==> src/rtl/frogger_game_ctrl.sv <==
// Frogger game sequencer: per-frame collision/goal checks, game FSM, lives and level.
// Optional FROGGER_GOD_MODE_EN disables car collisions (goal/level behaviour unchanged).

module frogger_car_hit #(
  parameter int GRID = 32
) (
  input  logic [9:0] frog_x,
  input  logic [9:0] frog_y,
  input  logic [9:0] car_x,
  input  logic [3:0] car_row,
  output logic       hit
);
  logic [10:0] row_y, fx, fy, cx, g;

  // 11-bit sums so a car near the right edge does not wrap past 1023
  assign g     = 11'(GRID);
  assign row_y = 11'(car_row) * g;
  assign fx    = {1'b0, frog_x};
  assign fy    = {1'b0, frog_y};
  assign cx    = {1'b0, car_x};
  assign hit   = (fy == row_y) && (fx < cx + g) && (cx < fx + g);
endmodule

module frogger_game_ctrl #(
  parameter int GRID           = 32,
  parameter int NUM_CARS       = 2,
  parameter int START_LIVES    = 3,
  parameter int MAX_LEVEL      = 9,
  parameter int HIT_FRAMES     = 60,
  parameter int LEVELUP_FRAMES = 30
) (
  input  logic                    i_Clk,
  input  logic                    i_Reset,
  input  logic                    i_Frame_Tick,
  input  logic                    i_Start,
  input  logic [9:0]              i_Frog_X,
  input  logic [9:0]              i_Frog_Y,
  input  logic [10*NUM_CARS-1:0]  i_Car_X,
  input  logic [4*NUM_CARS-1:0]   i_Car_Row,
  output logic [2:0]              o_State,
  output logic [3:0]              o_Level,
  output logic [2:0]              o_Lives,
  output logic                    o_Frog_Reset,
  output logic                    o_Cars_Run,
  output logic                    o_Flash,
  output logic                    o_Win
);
  typedef enum logic [2:0] {
    S_IDLE = 3'd0, S_PLAY = 3'd1, S_HIT = 3'd2, S_LEVEL_UP = 3'd3, S_GAME_OVER = 3'd4
  } state_t;

  localparam logic [3:0] MAX_LVL  = 4'(MAX_LEVEL);
  localparam logic [2:0] LIVES0   = 3'(START_LIVES);
  localparam logic [7:0] HIT_LAST = 8'(HIT_FRAMES - 1);
  localparam logic [7:0] LVL_LAST = 8'(LEVELUP_FRAMES - 1);

  state_t              state;
  logic                start_q, press, hit, goal;
  logic [7:0]          frame_cnt, cnt_nxt;
  logic [NUM_CARS-1:0] lane_hit;

  for (genvar g = 0; g < NUM_CARS; g++) begin : g_lane
    frogger_car_hit #(.GRID(GRID)) u_hit (
      .frog_x (i_Frog_X),
      .frog_y (i_Frog_Y),
      .car_x  (i_Car_X[10*g +: 10]),
      .car_row(i_Car_Row[4*g +: 4]),
      .hit    (lane_hit[g])
    );
  end

`ifdef FROGGER_GOD_MODE_EN
  assign hit = 1'b0;
`else
  assign hit = |lane_hit;
`endif

  assign goal    = (i_Frog_Y == 10'd0);
  assign press   = i_Start & ~start_q;
  assign cnt_nxt = frame_cnt + 8'd1;
  assign o_State = state;

  always_ff @(posedge i_Clk) begin
    if (i_Reset) begin
      state        <= S_IDLE;
      start_q      <= 1'b0;
      frame_cnt    <= 8'd0;
      o_Level      <= 4'd1;
      o_Lives      <= LIVES0;
      o_Frog_Reset <= 1'b0;
      o_Cars_Run   <= 1'b0;
      o_Flash      <= 1'b0;
      o_Win        <= 1'b0;
    end else begin
      start_q      <= i_Start;
      o_Frog_Reset <= 1'b0;
      // every state entry below overrides this with a clear
      if (i_Frame_Tick) frame_cnt <= cnt_nxt;
      case (state)
        S_IDLE: if (press) begin
          o_Level      <= 4'd1;
          o_Lives      <= LIVES0;
          o_Win        <= 1'b0;
          o_Frog_Reset <= 1'b1;
          o_Cars_Run   <= 1'b1;
          frame_cnt    <= 8'd0;
          state        <= S_PLAY;
        end
        S_PLAY: if (i_Frame_Tick) begin
          if (hit) begin
            o_Lives    <= (o_Lives != 3'd0) ? o_Lives - 3'd1 : 3'd0;
            o_Cars_Run <= 1'b0;
            frame_cnt  <= 8'd0;
            state      <= S_HIT;
          end else if (goal) begin
            o_Cars_Run <= 1'b0;
            frame_cnt  <= 8'd0;
            if (o_Level < MAX_LVL) begin
              state <= S_LEVEL_UP;
            end else begin
              o_Win <= 1'b1;
              state <= S_GAME_OVER;
            end
          end
        end
        S_HIT: if (i_Frame_Tick) begin
          if (frame_cnt == HIT_LAST) begin
            frame_cnt <= 8'd0;
            o_Flash   <= 1'b0;
            if (o_Lives == 3'd0) begin
              state <= S_GAME_OVER;
            end else begin
              o_Frog_Reset <= 1'b1;
              o_Cars_Run   <= 1'b1;
              state        <= S_PLAY;
            end
          end else begin
            o_Flash <= cnt_nxt[3];
          end
        end
        S_LEVEL_UP: if (i_Frame_Tick && frame_cnt == LVL_LAST) begin
          o_Level      <= (o_Level < MAX_LVL) ? o_Level + 4'd1 : o_Level;
          o_Frog_Reset <= 1'b1;
          o_Cars_Run   <= 1'b1;
          frame_cnt    <= 8'd0;
          state        <= S_PLAY;
        end
        S_GAME_OVER: if (press) begin
          frame_cnt <= 8'd0;
          state     <= S_IDLE;
        end
        default: state <= S_IDLE;
      endcase
    end
  end
endmodule

==> config.mk <==
export PLATFORM = sky130hd
export DESIGN_NAME = frogger_game_ctrl
export DESIGN_NICKNAME = d
export VERILOG_FILES = /design/src/rtl/frogger_game_ctrl.sv
export SDC_FILE = /design/constraint.sdc
export NUM_CORES = 1
export LEC_CHECK = 0
export CAP_MARGIN = 20
export CORE_MARGIN = 3
export CORE_UTILIZATION = 44
export CTS_CLUSTER_SIZE = 12
export DETAILED_ROUTE_END_ITERATION = 8
export PLACE_DENSITY = 0.75
export SYNTH_ARGS = -nofsm -noshare
export SYNTH_HDL_FRONTEND = slang
export SYNTH_SLANG_ARGS = --single-unit
==> constraint.sdc <==
create_clock -name i_Clk -period 2.6 [get_ports i_Clk]
set_clock_uncertainty 0.15 [all_clocks]
set_input_delay 0.52 -clock i_Clk [delete_from_list [all_inputs] [get_ports i_Clk]]
set_output_delay 0.52 -clock i_Clk [all_outputs]
set_load 0.02 [all_outputs]
# Word-level counts from Yosys, hierarchy flattened
# Index checks and enable logic that the tools add are counted.
# totals
regBits,23
input_bits,52
out_inout_bits,14
wordCells,114
# op_classes
n_addsub,6
magnitude_cmp,5
eq_ne,21
muxes,51
bitwise_logic,2
n_reduce_logical,20
# op_table
op,count
2-to-1 mux 8 bit,8
< comparator 10 x 11 -> 1 bit,4
2-to-1 mux 3 bit,14
"adder 10 x 6 -> 11 bit, second input constant",3
one-hot mux 8 bit (4 select lines),1
"!= test 2 bit, second input constant",12
== test 10 x 9 -> 1 bit,2
2-to-1 mux 1 bit,19
one-hot mux 3 bit (5 select lines),1
2-to-1 mux 4 bit,3
logical NOT 10 bit,1
"adder 8 x 1 -> 8 bit, second input constant",1
"== test 8 x 5 -> 1 bit, second input constant",1
"== test 8 x 6 -> 1 bit, second input constant",1
one-hot mux 4 bit (2 select lines),1
AND reduction 4 bit,2
AND reduction 8 bit,1
AND reduction 7 bit,1
"== test 3 x 2 -> 1 bit, second input constant",2
logical NOT 3 bit,2
one-hot mux 3 bit (2 select lines),1
AND reduction 6 bit,1
logical AND 1 bit,5
"adder 4 x 1 -> 4 bit, second input constant",1
15 further kinds,17

# Depth between registers and ports, before layout
# Gate-level depths: netlist (run 1).
# logic_depth
word_depth,8
ltp_mapped,11
mapped_depth_nobuf,10

# Modules after synthesis
# A second synthesis (run 1) with hierarchy kept.
# unflattened
cells_unflattened,311
hier_area_um2,2523.7
# modules_own_cells
module,n_inst,cells_per_inst,area_each_um2,seq_area_each_um2
frogger_game_ctrl,1,159,1342.5,460.4
frogger_car_hit,2,76,590.6,0.0

# Worst setup path after synthesis (run 1)
# Ideal clock, no wire load.
# synth_timing
path_type,input to register
start,input i_Frog_X[2]
end,register o_Lives[2]
setup_time_ns,0.116
arrival_time_ns,2.549
t_required_ns,2.334
setup_slack_ns,-0.215
cell_stages,10
path_buffers,1
path_cell_list,inv_1 ha_1 a21oi_1 o21ai_0 a2111oi_0 nor3_1 o32a_1 buf_4 o31a_1 o211a_1
# synth_via
elab_chain_cells,6
word_cells_on_any_way,12
classes_between,add/sub (1); order compare (4); eq/ne (1); reduce/logical (6)
# synth_rtl
element,line_no,source
from (decl),36,"input logic [9:0] i_Frog_X,"
adder 10 x 6 -> 11 bit or < comparator 10 x 11 -> 1 bit (tied branches),21,assign hit = (fy == row_y) && (fx < cx + g) && (cx < fx + g);
< comparator 10 x 11 -> 1 bit or logical AND 1 bit (tied branches),21,
logical AND 1 bit,21,
OR reduction 2 bit (*),75,assign hit = |lane_hit;
!= test 2 bit (no line) (*),--,
AND reduction 4 bit (no line) (*),--,
to (signal assigned),111,o_Lives <= (o_Lives != 3'd0) ? o_Lives - 3'd1 : 3'd0;
to (decl),42,"output logic [2:0] o_Lives,"
# Every way passes the cells marked *; elsewhere a longest branch is shown, timed or not.
# A chain may end at the register's enable or synchronous reset.

# Worst setup path after layout (run 1)
# layout_timing
start,input i_Frog_Y[1]
end,register o_Lives[2]
# layout_via
elab_chain_cells,6
word_cells_on_any_way,9
classes_between,eq/ne (3); reduce/logical (6)
# layout_rtl
element,line_no,source
from (decl),37,"input logic [9:0] i_Frog_Y,"
== test 10 x 9 -> 1 bit,21,
logical AND 1 bit (2 in a row),21,
OR reduction 2 bit (*),75,
!= test 2 bit (no line) (*),--,
AND reduction 4 bit (no line) (*),--,
# Marked as above.

==> results of run 1 <==
layout make-up:
type / count / area, µm²
Tap cell: 70 / 87.6
Fill cell: 315 / 1090
Multi-Input combinational cell: 245 / 2300
Timing Repair Buffer: 127 / 1090
Sequential cell: 23 / 460
Inverter: 25 / 93.8
Clock buffer: 3 / 41.3
Clock inverter: 1 / 5.00
routing by layer:
layer / part of all wire, % / up-vias
met4: 4.8 / 0
met3: 6.7 / 44
li1: - / 1340
met2: 48 / 139
met1: 41 / 1325
met5: 0 / -
registers in the layout, indices dropped and copies added (netlist names):
name / count
frame_cnt: 8
o_Level: 4
o_Lives: 3
o_State: 3
o_Cars_Run: 1
o_Flash: 1
o_Frog_Reset: 1
o_Win: 1
start_q: 1
worst max-delay path, delay by kind of cell:
| kind | cells | cell delay (ps) |
|---|---|---|
| compound gates | 5 | 1460 |
| buf+inv | 1 | 430 |
| simple gates | 2 | 270 |
worst paths after layout:
kind	to	slack (ps)	cells past startpoint
max	o_Lives[2]$_SDFFE_PP0P_	-80	8
min	o_Flash$_SDFFE_PP0P_	310	2
max reg2reg	o_Cars_Run$_SDFFE_PP0P_	210	8
min reg2reg	o_Flash$_SDFFE_PP0P_	310	2
kinds of logic after synthesis:
group	after synthesis	synth area share [%]
compound gates	73	21.0
xor+xnor	26	9.59
fa+ha+maj	41	21.6
buf+inv	32	5.22
flops	23	19.4
mux	1	0.422
simple gates	104	22.8
power by group through the flow:
stage	sequential (W)	combinational, W	clock, W
after global routing	0.000407	0.000935	0.000240
after detailed placement	0.000410	0.000685	0
after CTS	0.000401	0.000760	0.000225
after floorplan	0.000439	0.000334	0
final	0.000404	0.000879	0.000222
after global placement	0.000410	0.000671	0
per-stage QoR:
stage	utilization (%)	setup WS [ps]
after floorplan	-	-87.6
after global placement	67.9	-769
after detailed placement	67.9	-818
after CTS	75.4	-17.9
after global routing	79.0	-138
final	79.0	-75.1
timing repair:
item,in CTS,in global routing
setup buffers,11,1
endpoints found under the setup margin,16,15
gates resized for setup,155,34
pin swaps,43,22
cells in the final DEF, fill, tap and decap left out, types with 3 or more instances in the layout:
master | netlist | final
inv_1 | 25 | 21
nand2_1 | 21 | 18
a2111oi_4 | 0 | 5
or2_2 | 4 | 3
nand3_1 | 13 | 8
a21oi_1 | 23 | 14
ha_2 | 0 | 5
nand4_1 | 6 | 6
nor3_1 | 13 | 11
o211ai_1 | 5 | 5
nor2_1 | 18 | 17
xnor2_1 | 17 | 14
buf_4 | 1 | 58
clkdlybuf4s15_1 | 0 | 5
xnor2_2 | 0 | 3
clkdlybuf4s50_1 | 0 | 25
a21o_1 | 4 | 4
clkdlybuf4s15_2 | 0 | 6
nor2b_1 | 10 | 9
buf_6 | 0 | 6
xor2_1 | 9 | 7
ha_1 | 41 | 26
buf_2 | 0 | 7
inv_2 | 0 | 4
clkbuf_8 | 0 | 3
a21oi_2 | 0 | 7
o21ai_0 | 11 | 6
ha_4 | 0 | 10
or3_1 | 3 | 3
dlygate4sd2_1 | 0 | 18
dfxtp_1 | 23 | 23
nand3_2 | 1 | 4
nand2_2 | 0 | 3
and3_4 | 0 | 5
o21ai_2 | 0 | 5
==> results.md, run 1 <==
- Post-synthesis sequential area ratio: 19.4%
- Beginning of the worst register-to-register path: frame_cnt[1]$_SDFF_PP0_
- Synth top area cells: ha_1 22%, dfxtp_1 19%, xnor2_1 6.3%
- CTS hold repair buffers: 0
- Number of diodes: 0
- Post-synth EDFFs: 0
- Main synth FF type: dfxtp_1
- Area added between synthesis and finish: 72.1%
- Yosys Warn Count: 0
- Hold Fails Final Rpt: 0
- Pint: 0.000900 W
- TritonCTS clock tree: done
- Final Max Slew Viols: 0
- Vias in the first global route: 2867
- Startpoint types: input pin
- Gr usage total: 26.9%
- Num CTS Buffers: 3
- CTS root buf: clkbuf_8
- Via density per instance: 5.77
- CP max stage delay: 450 ps
- Worst-margin pin slew: 719 ps
- Failing checks: setup timing
- Worst slew margin: 51.6%
- CP max stage cell: o32a_4
- Design Power: 0.00151 W
- Unrepaired setup endpoints after global routing: true
- Nets: 518
- Post-route DRC: 0
- Wirelength, routed: 9.01 mm
- Commonest cells post-synth: 41 x ha_1, 25 x inv_1, 23 x a21oi_1, 23 x dfxtp_1, 21 x nand2_1
- Minimum clock period: 2680 ps
- Final worst setup slack: -75.1 ps
- Leakage: 1.71 nW
- Initial antenna violation count: 0
- Worst Path Max Fanout: 5
- Asr flop ratio synth: 0%
- First-pass GRT wire length: 13.5 mm
- Routed vias: 2848
- Number of library cell types mapped by synthesis: 47
- Layout cells sized above 1: 37.7%
- Finished layout cell area: 4080 µm²
- Routed Antenna Nets: 0
- Arr. time, crit path: 2690 ps
- WP data required: 2610 ps
- Met1 usage: 32.3%
- Grt ovf: 0
- Part of the power in the clock network: 14.7%
- DRT iter0 DRCs: 171
- DR WL/cell: 18.2 µm
- Max cap viols: 0
- Area after DPL: 3510 µm²
- P_sw: 0.000605 W
- Worst vdd rail ir drop: 0.000372 V
- FP Rows: 26
- Longest Clk Path Bufs: 2
- Status: complete, but fails checks
- #FFs+latches synth: 23
- Share of the synthesized area in the top cell type: 21.6%
- First drt pass iteration count: 4
- Finished Layout Cells: 494
- Period utilization: 103%
- Largest net degree at the start of global routing: 16
- Endpoint class of the critical path: flip-flop
- Clock Latency Late Sink: 260 ps
- Grt met2 use: 47.1%
- Total negative slack: -472 ps
- Synth Instances: 300
- PwrDens: 369 nW/µm²
- IO Pins: 66
- Die height: 79.4 µm
- Initial Utilization: 45.9%
- Total nets after synthesis: 393
- H-tree depth: 1
- Port Buf Inserts: 65
- Die Width: 79.4 µm
- Crit path from: i_Frog_Y[1]
- Post-synth design cell area: 2370 µm²
- GRT met3 Usage: 5.08%
- Core Box Area: 5170 µm²
- CTS sink cnt: 23
- Hold Path Class: flip-flop to flip-flop
- Global route hottest layer: met2
- Hold_sp: o_Flash$_SDFFE_PP0P_
- Yosys top cell by area: ha_1
- Most frequent cell after synthesis: ha_1
- Post-DP HPWL: 5.82 mm
- Part of the power in registers: 26.9%
- Switching share of total power: 40.2%
- Peak Freq: 374 MHz
- Number of placed instances, taps included: 480
- Syn avg cell area: 7.91 µm²
- Die Area: 6310 µm²
- Clk slew on worst S/H paths: 80 ps
- Gate power share: 58.4%
- RePlAce Congestion: 0.922
- Final setup fails: 13
- Crit-path cells: clkdlybuf4s50_1 -> nor2_2 -> nand2_2 -> a2111oi_4 -> o211ai_1 -> o32a_4 -> o31a_1 -> o211a_1
- Worst hold slack: 306 ps
- Crit path kind: input pin to flip-flop
(Power assumes the default switching activity.)
==> inputs of run 2 (changes only) <==
--- a/config.mk
+++ b/config.mk
@@ -7,10 +7,10 @@
 export LEC_CHECK = 0
 export CAP_MARGIN = 20
 export CORE_MARGIN = 3
-export CORE_UTILIZATION = 44
+export CORE_UTILIZATION = 49
 export CTS_CLUSTER_SIZE = 12
 export DETAILED_ROUTE_END_ITERATION = 8
-export PLACE_DENSITY = 0.75
+export PLACE_DENSITY = 0.79
 export SYNTH_ARGS = -nofsm -noshare
 export SYNTH_HDL_FRONTEND = slang
 export SYNTH_SLANG_ARGS = --single-unit
==> constraint.sdc (replaced) <==
create_clock -name i_Clk -period 2.65 [get_ports i_Clk]
set_clock_uncertainty 0.15 [all_clocks]
set_input_delay 0.53 -clock i_Clk [delete_from_list [all_inputs] [get_ports i_Clk]]
set_output_delay 0.53 -clock i_Clk [all_outputs]
set_load 0.02 [all_outputs]
==> run 2 against run 1 <==
  * The run still ends with setup timing left
  * Setup slack got worse by 3.5 ps
  * Via count increased by 1.3%
  * Critical path depth increased by 4
  * Highest routed layer unchanged
  * Sequential share of layout area increased by 0.68 points
  * Flip-flop and latch count unchanged
  * Clock power about the same
  * Register-to-register slack got worse by 90 ps
  * Global-route usage increased by 1.4 points
  * Largest cell class unchanged
  * Final cell count decreased by 5.9%
==> results.md, run 2 (synthesis results as in run 1) <==
- CP max stage cell: ha_1
- Worst slew margin: 52.8% (+1.2 points)
- FP Rows: 24 (-7.7%)
- Port Buf Inserts: 65 (unchanged)
- RePlAce Congestion: 0.893 (-3.2%)
- Num CTS Buffers: 3 (unchanged)
- Number of diodes: 0 (unchanged)
- IO Pins: 66 (unchanged)
- Initial Utilization: 52.7% (+6.8 points)
- Hold Fails Final Rpt: 0 (unchanged)
- Biggest regs: frame_cnt (8), o_Level (4)
- Area added between synthesis and finish: 62.7%
- CP max stage delay: 330 ps (-120 ps)
- H-tree depth: 1 (unchanged)
- Status: complete, but fails checks
- Post-layout util: 85.7% (+6.8 points)
- First drt pass iteration count: 8 (+4)
- Largest reg by FF count: frame_cnt
- Period utilization: 103%
- DR WL/cell: 19.7 µm (+7.9%)
- CTS hold repair buffers: 0 (unchanged)
- Routed Antenna Nets: 0 (unchanged)
- Arr. time, crit path: 2730 ps (+40 ps)
- Worst vdd rail ir drop: 0.000301 V (-19%)
- Die height: 75.6 µm (-4.8%)
- CTS root buf: clkbuf_8
- Wire length on met2: 4.30 mm (about the same)
- Reg area: 462 µm² (+0.27%)
- Max cap viols: 0 (unchanged)
- Pre-CTS setup slack: -801 ps (+16.6 ps)
- Hold Path Class: flip-flop to flip-flop
- Most frequent cells in the layout: 47 x buf_4, 27 x ha_1, 24 x clkdlybuf4s50_1
- Via density per instance: 6.21 (+7.7%)
- Grt ovf: 0 (unchanged)
- First-pass GRT wire length: 12.5 mm (-7.6%)
- Die Width: 75.6 µm (-4.8%)
- Wirelength, routed: 9.15 mm (+1.5%)
- Crit-path cells: buf_8 -> ha_4 -> nand3_4 -> xor2_4 -> buf_4 -> ha_1 -> nand2_1 -> o32ai_2 -> o32a_4 -> buf_6 -> a21oi_1 -> o32ai_1
- Crit path kind: input pin to flip-flop
- Nets: 507 (-2.1%)
- Unrepaired setup endpoints after global routing: true
- Endpoint class of the critical path: flip-flop
- CP Buf/Inv Count: 3 (+2)
- Clock Latency Late Sink: 270 ps (about the same)
- WP data required: 2650 ps (+40 ps)
- Die Area: 5720 µm² (-9.4%)
- Routed vias: 2886 (+1.3%)
- Startpoint types: input pin
- Max FFs per register: 8 (unchanged)
- Gr usage total: 28.4% (+1.4 points)
- DRT iter0 DRCs: 303 (+77%)
- Worst hold slack: 314 ps (+7.92 ps)
- Minimum clock period: 2730 ps
- TritonCTS clock tree: done
- Design Power: 0.00142 W (-5.8%)
- Largest delay share family, worst path: compound AO/OA/AOI/OAI gates
- Post-DP HPWL: 5.44 mm (-6.4%)
- Post-route DRC: 0 (unchanged)
- Worst Path Max Fanout: 6 (+1)
- Final setup fails: 4 (-9)
- Filler Cell Count: 242 (-23%)
- Initial antenna violation count: 0 (unchanged)
- Top Metal Used: met4
- Leakage: 1.64 nW (-4.1%)
- Final worst setup slack: -78.6 ps (-3.47 ps)
- Worst-margin pin slew: 702 ps (-17.6 ps)
- M1 WL: 3.57 mm (-2.7%)
- CTS sink cnt: 23 (unchanged)
- Clk slew on worst S/H paths: 80 ps (about the same)
- Vias in the first global route: 2707 (-5.6%)
- Area of the multi-input gates: 2210 µm² (-3.9%)
- Largest net degree at the start of global routing: 16 (unchanged)
- Failing checks: setup timing
- Peak Freq: 366 MHz
- Commonest non-fill, non-tap cell in the layout: buf_4
- PwrDens: 367 nW/µm² (-0.33%)
- Longest Clk Path Bufs: 2 (unchanged)
- Core Box Area: 4500 µm² (-13%)
- Met3 Routed Length: 793 µm (+32%)
- Layout cells sized above 1: 32.9% (-4.8 points)
- Final Max Slew Viols: 0 (unchanged)
-- run 2: cell count changes in the layout (fill, tap and decap cells not counted), moves of 3 or more --
cell and delta:
clkbuf_2 +9, buf_4 -11, buf_2 -3, clkdlybuf4s15_2 -4
-- run 2: routing by layer --
metal  up-vias  GRT usage (%)
li1       1313              -
met4         0           8.74
met2       215           49.2
met5         -              0
met1      1301           35.8
met3        57           4.88
-- run 2: power breakdown --
group	total, W	leakage [nW]	switching (W)	internal, W
logic	0.000796	1.43	0.000427	0.000369
registers	0.000400	0.187	0.0000273	0.000373
clock network	0.000222	0.0228	0.000114	0.000108
-- run 2: timing repair --
| action | in CTS | in global routing |
|---|---|---|
| gates resized for setup | 135 | 39 |
| setup endpoints to repair | 16 | 14 |
| setup buffers | 3 | 2 |
| pin swaps | 37 | 30 |
-- run 2: path summary, 6_finish.rpt --
check                          startpoint                 endpoint  slack [ps]  cells after the start
setup reg to reg  frame_cnt[1]$_SDFF_PP0_  o_State[0]$_SDFFE_PP0P_         120                      8
setup / recovery              i_Frog_X[5]  o_State[0]$_SDFFE_PP0P_         -80                     12
hold reg to reg      o_Flash$_SDFFE_PP0P_     o_Flash$_SDFFE_PP0P_         310                      2
hold / removal       o_Flash$_SDFFE_PP0P_     o_Flash$_SDFFE_PP0P_         310                      2
-- run 2: area by class of cell --
class,count,area share (%)
multi-input cells,245,57.3
clock buffers,4,1.17
flip-flops and latches,23,12.0
well taps,52,1.69
inverters,25,2.43
repair buffers,116,25.4
-- run 2: stage by stage --
stage / instances / TNS, ps / cell area, µm²
floorplan: 300 / -54.5 / 2410
global placement: 457 / -10160 / 3450
detailed placement: 457 / -10940 / 3450
CTS: 463 / -8.99 / 3780
global route: 465 / -695 / 3860
finish: 465 / -165 / 3860
-- run 2: tightest hold or removal path, delay by kind of cell, from the launching register on --
| kind | cells | cell delay (ps) |
|---|---|---|
| AO/OA/AOI/OAI | 1 | 50 |
| flip-flops | 1 | 320 |
| AND/OR/NAND/NOR | 1 | 50 |
==> inputs of run 3 (changes only) <==
--- a/config.mk
+++ b/config.mk
@@ -5,12 +5,14 @@
 export SDC_FILE = /design/constraint.sdc
 export NUM_CORES = 1
 export LEC_CHECK = 0
+export ABC_AREA = 1
 export CAP_MARGIN = 20
+export CORE_ASPECT_RATIO = 1.4
 export CORE_MARGIN = 3
-export CORE_UTILIZATION = 49
+export CORE_UTILIZATION = 51
 export CTS_CLUSTER_SIZE = 12
 export DETAILED_ROUTE_END_ITERATION = 8
-export PLACE_DENSITY = 0.79
+export PLACE_DENSITY = 0.8
 export SYNTH_ARGS = -nofsm -noshare
 export SYNTH_HDL_FRONTEND = slang
 export SYNTH_SLANG_ARGS = --single-unit
==> run 3 against run 2 <==
  * Worst hold slack got worse by 3.0 ps
  * Power increased by 35%
  * The flow now finishes without violations
  * Global-route usage decreased by 4.7 points
  * Highest routed layer unchanged
  * First-iteration DRC count decreased by 62%
  * Count of clock-buffer cells in the layout decreased by 1
  * Critical path type unchanged
  * Via count increased by 6.2%
==> results.md, run 3 <==
- Complex-gate fraction of the synthesized area: 12.7% (-8.3 points)
- Minimum clock period: 2500 ps (-227 ps)
- Post-DP HPWL: 5.78 mm (+6.2%)
- First drt pass iteration count: 6 (-2)
- Period utilization: 94.4% (-8.6 points)
- Longest Clk Path Bufs: 2 (unchanged)
- Die Area: 6100 µm² (+6.8%)
- CTS root buf: clkbuf_8
- Startpoint types: input pin
- Final Max Slew Viols: 0 (unchanged)
- Worst Path Max Fanout: 6 (unchanged)
- Endpoint class of the critical path: flip-flop
- Clk slew on worst S/H paths: 90 ps (about the same)
- Finished Layout Cells: 596 (+28%)
- Number of diodes: 0 (unchanged)
- IO Pins: 66 (unchanged)
- Synth top area cells: ha_1 19%, dfxtp_1 17%, nand2_1 16%
- H-tree depth: 1 (unchanged)
- Final worst setup slack: 149 ps (+227 ps)
- CTS sink cnt: 23 (unchanged)
- Total negative slack: 0 ps (+165 ps)
- CP max stage cell: clkdlybuf4s50_1
- Leakage: 1.98 nW (+21%)
- Arr. time, crit path: 2530 ps (-200 ps)
- Asr flop ratio synth: 0% (unchanged)
- Post-synthesis xor/xnor area fraction: 3.64% (-6.0 points)
- Initial antenna violation count: 0 (unchanged)
- Grt ovf: 0 (unchanged)
- TritonCTS clock tree: done
- Core Box Area: 4920 µm² (+9.2%)
- Main synth FF type: dfxtp_1
- Die Width: 66.9 µm (-12%)
- Yosys top cell by area: ha_1
- Post-synth EDFFs: 0 (unchanged)
- Final setup fails: 0 (-4)
- Crit-path cells: clkdlybuf4s50_1 -> xor2_1 -> ha_1 -> inv_1 -> o21bai_1 -> nor2_1 -> a21oi_2 -> nand3_4 -> nand4_4 -> nand2_2 -> or2_4 -> nand2_1 -> inv_1
- Vias in the first global route: 2986 (+10%)
- Gr usage total: 23.7% (-4.7 points)
- Worst hold slack: 311 ps (-2.96 ps)
- Initial Utilization: 53.8% (+1.1 points)
- Max FFs per register: 8 (unchanged)
- Worst slew margin: 67.9% (+15 points)
- Area added between synthesis and finish: 45.9%
- CP max stage delay: 510 ps (+180 ps)
- Pre-CTS setup slack: -498 ps (+303 ps)
- Total nets after synthesis: 521 (+33%)
- Commonest cells post-synth: 113 x nand2_1, 78 x inv_1, 52 x nor2_1
- Num CTS Buffers: 3 (unchanged)
- Biggest regs: frame_cnt (8), o_Level (4)
- Largest family of logic cells by synthesized area: simple AND/OR/NAND/NOR gates
- Max cap viols: 0 (unchanged)
- Commonest non-fill, non-tap cell in the layout: nand2_1
- CP dominant cell by count: inv_1
- Number of library cell types mapped by synthesis: 34 (-28%)
- Hold Fails Final Rpt: 0 (unchanged)
- Status: complete, no violations
- Synth Instances: 428 (+43%)
- Crit path kind: input pin to flip-flop
- Post-route DRC: 0 (unchanged)
- Port Buf Inserts: 65 (unchanged)
- Clock Latency Late Sink: 270 ps (about the same)
- FP Rows: 30 (+25%)
- Layout cells sized above 1: 18.0% (-15 points)
- Die height: 91.2 µm (+21%)
- Peak Freq: 400 MHz (+9.1%)
- Share of the synthesized area in the top cell type: 19.4% (-2.2 points)
- Worst vdd rail ir drop: 0.000396 V (+32%)
- Post-Synth Simple-Gate Area: 34.7% (+12 points)
- Wirelength, routed: 7.41 mm (-19%)
- Post-synth design cell area: 2650 µm² (+11%)
- Syn avg cell area: 6.18 µm² (-22%)
- Routed vias: 3064 (+6.2%)
- Nets: 626 (+23%)
- Hold Path Class: flip-flop to flip-flop
- Post-Synth Adder-Cell Area: 19.4% (-2.2 points)
- Most frequent cells in the layout: 109 x nand2_1, 75 x inv_1, 51 x nor2_1
- Via density per instance: 5.14 (-17%)
- Worst-margin pin slew: 476 ps (-225 ps)
- RePlAce Congestion: 0.913 (+2.3%)
- Most frequent cell after synthesis: nand2_1
- DR WL/cell: 12.4 µm (-37%)
- Mux contribution to synthesized area: 0% (-0.42 points)
- #FFs+latches synth: 23 (unchanged)
- Yosys Warn Count: 0 (unchanged)
- PwrDens: 495 nW/µm² (+35%)
- Largest net degree at the start of global routing: 14 (-2)
- Routed Antenna Nets: 0 (unchanged)
- Post-synthesis sequential area ratio: 17.4% (-2.0 points)
- CTS hold repair buffers: 0 (unchanged)
- Largest reg by FF count: frame_cnt
- WP data required: 2680 ps (+30 ps)
- Number of placed instances, taps included: 589 (+29%)
- Design Power: 0.00191 W (+35%)
- First-pass GRT wire length: 11.9 mm (-4.3%)
- DRT iter0 DRCs: 115 (-62%)
==> run 3: cell count changes in the layout (fill, tap and decap cells not counted), sizes merged, moves of 14 or more <==
cell,delta
nand2,+96
inv,+54
nor2,+35
clkdlybuf4s50,+24
buf,-21
xnor2,-14
==> run 3: logic make-up (layout without fill, tap and decap cells) <==
logic type / Yosys count / count (layout)
AO/OA/AOI/OAI: 58 / 58
XOR/XNOR: 11 / 11
adder cells (fa/ha/maj): 41 / 41
buffers and inverters: 82 / 186
flip-flops: 23 / 23
AND/OR/NAND/NOR: 213 / 213
==> run 3: cell type report <==
cell class	instances	area, µm²
multi-input cells	323	2050
clock buffers	3	41.3
well taps	64	80.1
flip-flops and latches	23	460
inverters	79	297
repair buffers	103	922
fillers	363	1060
clock inverters	1	5.00
==> run 3: stage by stage <==
stage	cell area, µm²	utilization, %
floorplan	2650	-
global placement	3610	73.5
detailed placement	3610	73.5
CTS	3690	75.1
global route	3860	78.5
finish	3860	78.5
==> run 3: path summary, 6_finish.rpt <==
check                                                to                    start  slack (ps)  cells after the start
worst min register to register       o_Win$_SDFFE_PP0P_       o_Win$_SDFFE_PP0P_         310                      2
worst min-delay path                 o_Win$_SDFFE_PP0P_       o_Win$_SDFFE_PP0P_         310                      2
worst max register to register  o_Level[2]$_SDFFE_PP0P_  o_State[0]$_SDFFE_PP0P_         530                      7
worst max-delay path            frame_cnt[1]$_SDFF_PP0_              i_Car_X[19]         150                     13
==> run 3: critical path, delay by kind of cell <==
family | cells | cell delay (ps)
simple gates | 6 | 710
buf+inv | 3 | 620
fa+ha+maj | 1 | 260
compound gates | 2 | 260
xor+xnor | 1 | 160
==> run 3: report_power, final <==
group / internal (W) / switching, W
sequential: 0.000419 / 0.0000733
clock: 0.000105 / 0.000117
combinational: 0.000517 / 0.000682
total: 0.00104 / 0.000872
==> run 3: per-layer routing <==
layer / part of all wire, % / track usage, % / up-vias
li1: - / - / 1574
met1: 40 / 25.9 / 1387
met2: 53 / 45.2 / 81
met3: 4.5 / 4.08 / 22
met4: 2.3 / 5.75 / 0
met5: 0 / 0 / -
==> run 3: what timing repair did <==
action                                  CTS  global route
hold endpoints to repair                  0             0
setup buffers                             1             2
cloned                                    0             0
gates resized for setup                  21            45
endpoints found under the setup margin   14            15
pin swaps                                 9            17
